File: config.mk
export PLATFORM = sky130hd
export DESIGN_NAME = adc_ser_emu
export DESIGN_NICKNAME = d
export VERILOG_FILES = /design/src/rtl/adc_ser_emu.sv
export SDC_FILE = /design/constraint.sdc
export NUM_CORES = 1
export LEC_CHECK = 0
export ABC_AREA = 1
export CORE_ASPECT_RATIO = 0.7
export CORE_MARGIN = 8
export CORE_UTILIZATION = 58
export CTS_CLUSTER_SIZE = 12
export DETAILED_ROUTE_END_ITERATION = 16
export PLACE_DENSITY = 0.85
export SETUP_SLACK_MARGIN = 0.2
export SYNTH_ARGS = -nofsm -noshare
export SYNTH_HDL_FRONTEND = slang
export SYNTH_SLANG_ARGS = --single-unit
File: constraint.sdc
create_clock -name CLK -period 3.6 [get_ports CLK]
set_clock_uncertainty 0.2 [all_clocks]
set_input_delay 0.72 -clock CLK [delete_from_list [all_inputs] [get_ports CLK]]
set_output_delay 0.72 -clock CLK [all_outputs]
set_load 0.1 [all_outputs]
File: src/rtl/adc_ser_emu.sv
// ADC serial-LVDS emulator: four channels shifted out MSB first, 16 bits per
// ENC period, with frame clock, ENC lock detection and misalignment counting.
module adc_ser_emu #(
   parameter int         DATA_BITS = 14,
   parameter logic [3:0] SYNC_DLY  = 4'd0,
   parameter logic [3:0] LOAD_POS  = 4'd7
) (
   input  logic                 CLK,
   input  logic                 RST_B,
   input  logic                 ENC,
   input  logic                 ENABLE,
   input  logic [1:0]           MODE,
   input  logic [DATA_BITS-1:0] DATA_CH0,
   input  logic [DATA_BITS-1:0] DATA_CH1,
   input  logic [DATA_BITS-1:0] DATA_CH2,
   input  logic [DATA_BITS-1:0] DATA_CH3,
   output logic [3:0]           DOUT,
   output logic                 FCO,
   output logic                 LOCKED,
   output logic [7:0]           SYNC_ERR_CNT
);

   localparam logic [DATA_BITS-1:0] ALT_EVEN = DATA_BITS'(16'h2AAA);
   localparam logic [DATA_BITS-1:0] ALT_ODD  = DATA_BITS'(16'h1555);
   localparam logic [3:0]           ALIGN_CNT = SYNC_DLY + 4'd15;

   logic [1:0]           enc_sync;
   logic                 enc_rise;
   logic [3:0]           cnt;
   logic                 load;
   logic [DATA_BITS-1:0] din  [4];
   logic [DATA_BITS-1:0] nxt  [4];
   logic [DATA_BITS-1:0] sr   [4];
   logic [DATA_BITS-1:0] ramp;
   logic                 phase;
   logic                 streak;
   logic                 locked;
   logic                 was_locked;
   logic [7:0]           err_cnt;

   assign enc_rise = enc_sync[0] & ~enc_sync[1];
   assign load     = (cnt == LOAD_POS);
   assign FCO      = cnt[3];
   assign LOCKED   = locked;
   assign SYNC_ERR_CNT = err_cnt;

   assign din[0] = DATA_CH0;
   assign din[1] = DATA_CH1;
   assign din[2] = DATA_CH2;
   assign din[3] = DATA_CH3;

   // Select the value each channel loads at the start of a frame.
   always_comb begin
      for (int n = 0; n < 4; n++) begin
         nxt[n] = '0;
         case (MODE)
            2'd0: nxt[n] = din[n];
            2'd1: nxt[n] = ramp + DATA_BITS'(n);
            2'd2: nxt[n] = phase ? ALT_ODD : ALT_EVEN;
            2'd3: nxt[n] = '0;
         endcase
      end
   end

   // Serial outputs are the register MSBs, gated by ENABLE.
   always_comb begin
      for (int n = 0; n < 4; n++) begin
         DOUT[n] = ENABLE & sr[n][DATA_BITS-1];
      end
   end

   // ENC synchronizer, bit counter, shift registers and pattern state.
   always_ff @(posedge CLK or negedge RST_B) begin
      if (!RST_B) begin
         enc_sync <= '0;
         cnt      <= '0;
         ramp     <= '0;
         phase    <= 1'b0;
         for (int n = 0; n < 4; n++) sr[n] <= '0;
      end else begin
         enc_sync <= {enc_sync[0], ENC};
         cnt      <= enc_rise ? SYNC_DLY : cnt + 4'd1;
         if (load) begin
            for (int n = 0; n < 4; n++) sr[n] <= nxt[n];
            ramp  <= ramp + DATA_BITS'(1);
            phase <= ~phase;
         end else begin
            for (int n = 0; n < 4; n++)
               sr[n] <= {sr[n][DATA_BITS-2:0], 1'b0};
         end
      end
   end

   // Lock after two aligned ENC edges; count misaligned ones once ever locked.
   always_ff @(posedge CLK or negedge RST_B) begin
      if (!RST_B) begin
         streak     <= 1'b0;
         locked     <= 1'b0;
         was_locked <= 1'b0;
         err_cnt    <= '0;
      end else if (enc_rise) begin
         if (cnt == ALIGN_CNT) begin
            streak <= 1'b1;
            if (streak) begin
               locked     <= 1'b1;
               was_locked <= 1'b1;
            end
         end else begin
            streak <= 1'b0;
            locked <= 1'b0;
            if (was_locked && err_cnt != 8'hFF)
               err_cnt <= err_cnt + 8'd1;
         end
      end
   end

endmodule

==> metrics list <==
- After clock tree synthesis, the clock-pin slew on the worst setup and hold paths is 0.06 ns.
* Total global routing track utilization: 24.0%
* Pin count of the biggest net entering global routing: 89
- Slowest cell on the critical path: sky130_fd_sc_hd__clkdlybuf4s50_1
* I/O pin cnt: 76
- The clock network burns 28.1% of the power.
* Filler cell count: 632
* Placed wire-length estimate: 9.73 mm
- Via count of the first global-routing pass: 4507
* Async set or reset register ratio after synthesis: 100%
- For this run, the slowest stage of the critical path takes 0.53 ns.
- CTS Buffer Depth: 2
- The number of nets in the synthesized netlist is 684.
- Maximum level of the CTS H-tree: 3
- CP cell instances: clkdlybuf4s50_1, nand2_1, inv_1, buf_4
* Seq pwr share: 43.2%
- The internal portion of the total power is 0.00216 W.
* Post-synth top area share: 46.0%
* Die extent in y: 92 um
* Dominant delay contributor by cell family on the critical path: buffers and inverters
- Clock Sink Count: 88
- Startpoint of the most critical hold path: enc_sync[0]
- The number of cells on the worst reg-to-reg path is 10.
* Top_reg_cell synth: sky130_fd_sc_hd__dfrtp_1
- Power density relative to cell area: 571 nW/um^2
- Synthesis warning total: 0
- Derived from the worst setup path, the maximum achievable clock frequency is 388 MHz.
- Layout Nets: 751
- Clock period minus final worst setup slack: 2.57 ns
- Element type at the critical path start: primary input
- Clk_lat worst skew: 0.34 ns
- The analysis attributes to net switching a power of 0.00117 W.
- The critical path in this run is classified as in2out.
- Number of antenna violations at the first check in global routing: 0
- The die is 125 um wide.
- Max-slew violation count: 0
* Total of max-cap violations: 0
* Routed wire length per instance: 17.3 um
- The count of final hold-check violations was 0.
- Buffers placed on the I/O ports in this run total 75.
* Quantity of gates resized following cts: 0
- Least-Margin Pin Slew: 1.13 ns
- Reported leakage power: 2.76 nW
* Initial standard-cell utilization of the core: 60.3%
* Crit path buf inv count: 3
- Combinational share of power: 28.7%
* Main area contributors after synthesis: sky130_fd_sc_hd__dfrtp_1, sky130_fd_sc_hd__nand2_1, sky130_fd_sc_hd__nor2_1
* Final core area utilization: 73.4%
- Critical Path AT: 1.65 ns
- Setup-failing EPs final: 0
- Top cell type by total area after synthesis: sky130_fd_sc_hd__dfrtp_1
* Detailed-router iteration count before antenna repair: 5
* Max IR drop VDD: 0.553 mV
- Routability-driven placement finished with a final weighted congestion of 0.962.
* Total of flip-flops plus latches after synthesis: 88
* Count of routing violations after the opening detailed-route iteration: 460
- Of the total power, the share spent switching nets is 35.2%.
- Relative max-transition margin: 24.7%
- Adding up every negative setup slack in the final design gives 0 ns.
- Cells on Worst Hold Path: 0
* DR vias/cell: 5.69
- The die covers 11500 sq um.
- Peak fanout along the critical path: 4
- CTS buffer count: 9
- In this run, synthesis inferred 0 flip-flops with an integrated enable.
* Worst reg2reg setup slack: 1.43 ns
- Count of unique library cells instantiated by Yosys: 35
- Unrepaired setup endpoints after global routing: false
* CTS tree: done
- For hold timing, the worst endpoint is enc_sync[1].
- Endpoint of the worst register-to-register path: sr[12]
* Ratio of cells with drive above 1 in the final layout: 11.5%
- Portion of the clock cycle consumed by the worst path in the final layout: 71.5%
- Sorting the synthesized cells by how often they occur yields sky130_fd_sc_hd__nand2_1, sky130_fd_sc_hd__dfrtp_1, sky130_fd_sc_hd__nor2_1.
* Post-synthesis sequential area ratio: 46.0%
- Post-CTS Hold Fix Bufs: 0
- In this run the post-CTS setup repair buffer count came out at 0.
- Type of element capturing the critical path: output pin
- ANT cells: 0
- Type of the tightest min-delay check: reg2reg
- Counting every instance in the synthesized netlist gives 616.
- Vias after detailed routing: 4488
- Each instance of the synthesized netlist takes up on average 7.77 sq um.
* Outcome: finished clean
* Area growth from synthesis to final layout: 21.7%
* Combined area of all synthesized cells: 4790 sq um
* GRT Residual Overflow: 0
- The first global-routing pass estimated 22.4 mm of wire.
* Number of nets with antenna violations after routing: 0
- In the routed design, unresolved DRC markers number 0.
- CP required: 2.68 ns
* Floorplan row count: 27
- Buffer cell driving the clock tree root: sky130_fd_sc_hd__clkbuf_16
* Most common cell in the netlist: sky130_fd_sc_hd__nand2_1
* Drt total wl: 13.6 mm
- Core region area: 7940 sq um
* Start of the worst register-to-register path: ramp[0]
[worst max path at each step]
stage,from,end,slack [ns],cells after the start
6_report,ENABLE,DOUT[2],1.03,4
5_1_grt,ENABLE,DOUT[3],0.97,4
4_1_cts,ENABLE,DOUT[2],1.02,4
3_5_place_dp,MODE[0],sr[21],0.87,7
3_3_place_gp,MODE[0],sr[21],0.89,7
2_1_floorplan,SYNC_ERR_CNT[1],SYNC_ERR_CNT[4],1.26,9
[per-layer routing]
metal  wire (um)  track usage [%]  part of all wire (%)  up-vias
li1            -                -                     -     2137
met1        6010             32.0                    44     2127
met2        6230             37.8                    46      191
met3        1060             5.06                   7.7       33
met4         326             9.19                   2.4        0
met5           0                0                     0        -
[state kept, by name (all words and copies together), names as in the netlist]
register      count
cnt               4
streak            1
was_locked        1
ramp             14
sr               56
phase             1
LOCKED            1
enc_sync          2
SYNC_ERR_CNT      8
[cells in the final DEF, fill, tap and decap left out, drive strengths merged]
master,n
nor3,3
xnor2,3
a31oi,18
nand3,45
inv,57
clkinvlp,2
o21ai,43
o31ai,1
buf,19
ha,6
clkinv,4
o22ai,3
clkbuf,9
clkdlybuf4s50,60
bufinv,1
o21a,1
or2,4
nand4,5
dfrtp,88
o211ai,2
nand2,152
a21oi,53
xor2,8
nor2,99
nand3b,2
[power by group through the flow]
stage | registers [W] | logic, W | clock network [W]
CTS | 0.00143 | 0.000955 | 0.000942
finish | 0.00144 | 0.000952 | 0.000935
global route | 0.00146 | 0.00105 | 0.000976
floorplan | 0.00146 | 0.000633 | 0
global placement | 0.00143 | 0.000907 | 0
detailed placement | 0.00145 | 0.000939 | 0
[layout make-up]
cell class	instances	area (sq um)	share of cell area, %
multi-input cells	448	2230	38.3
flip-flops and latches	88	2200	37.8
repair buffers	79	756	13.0
clock buffers	9	225	3.87
inverters	57	214	3.67
well taps	101	126	2.17
clock inverters	7	72.6	1.25
[cell families (layout without fill, tap and decap cells)]
family | Yosys count | count (layout) | synth area share, %
XOR/XNOR | 11 | 11 | 2.01
AO/OA/AOI/OAI | 121 | 121 | 13.6
buffers and inverters | 80 | 152 | 7.53
AND/OR/NAND/NOR | 310 | 310 | 29.3
adder cells (fa/ha/maj) | 6 | 6 | 1.57
flip-flops | 88 | 88 | 46.0
[metrics by stage]
step / area (sq um) / worst slack, ns / power [W] / hold slack, ns / std cells
floorplan: 4790 / 1.26 / 0.00209 / 0.154 / 616
global placement: 5530 / 0.889 / 0.00234 / 0.163 / 773
detailed placement: 5530 / 0.867 / 0.00239 / 0.175 / 773
CTS: 5820 / 1.02 / 0.00333 / 0.189 / 789
global route: 5820 / 0.969 / 0.00349 / 0.201 / 789
finish: 5820 / 1.03 / 0.00332 / 0.186 / 789
Power figures use the tool's default switching activity.
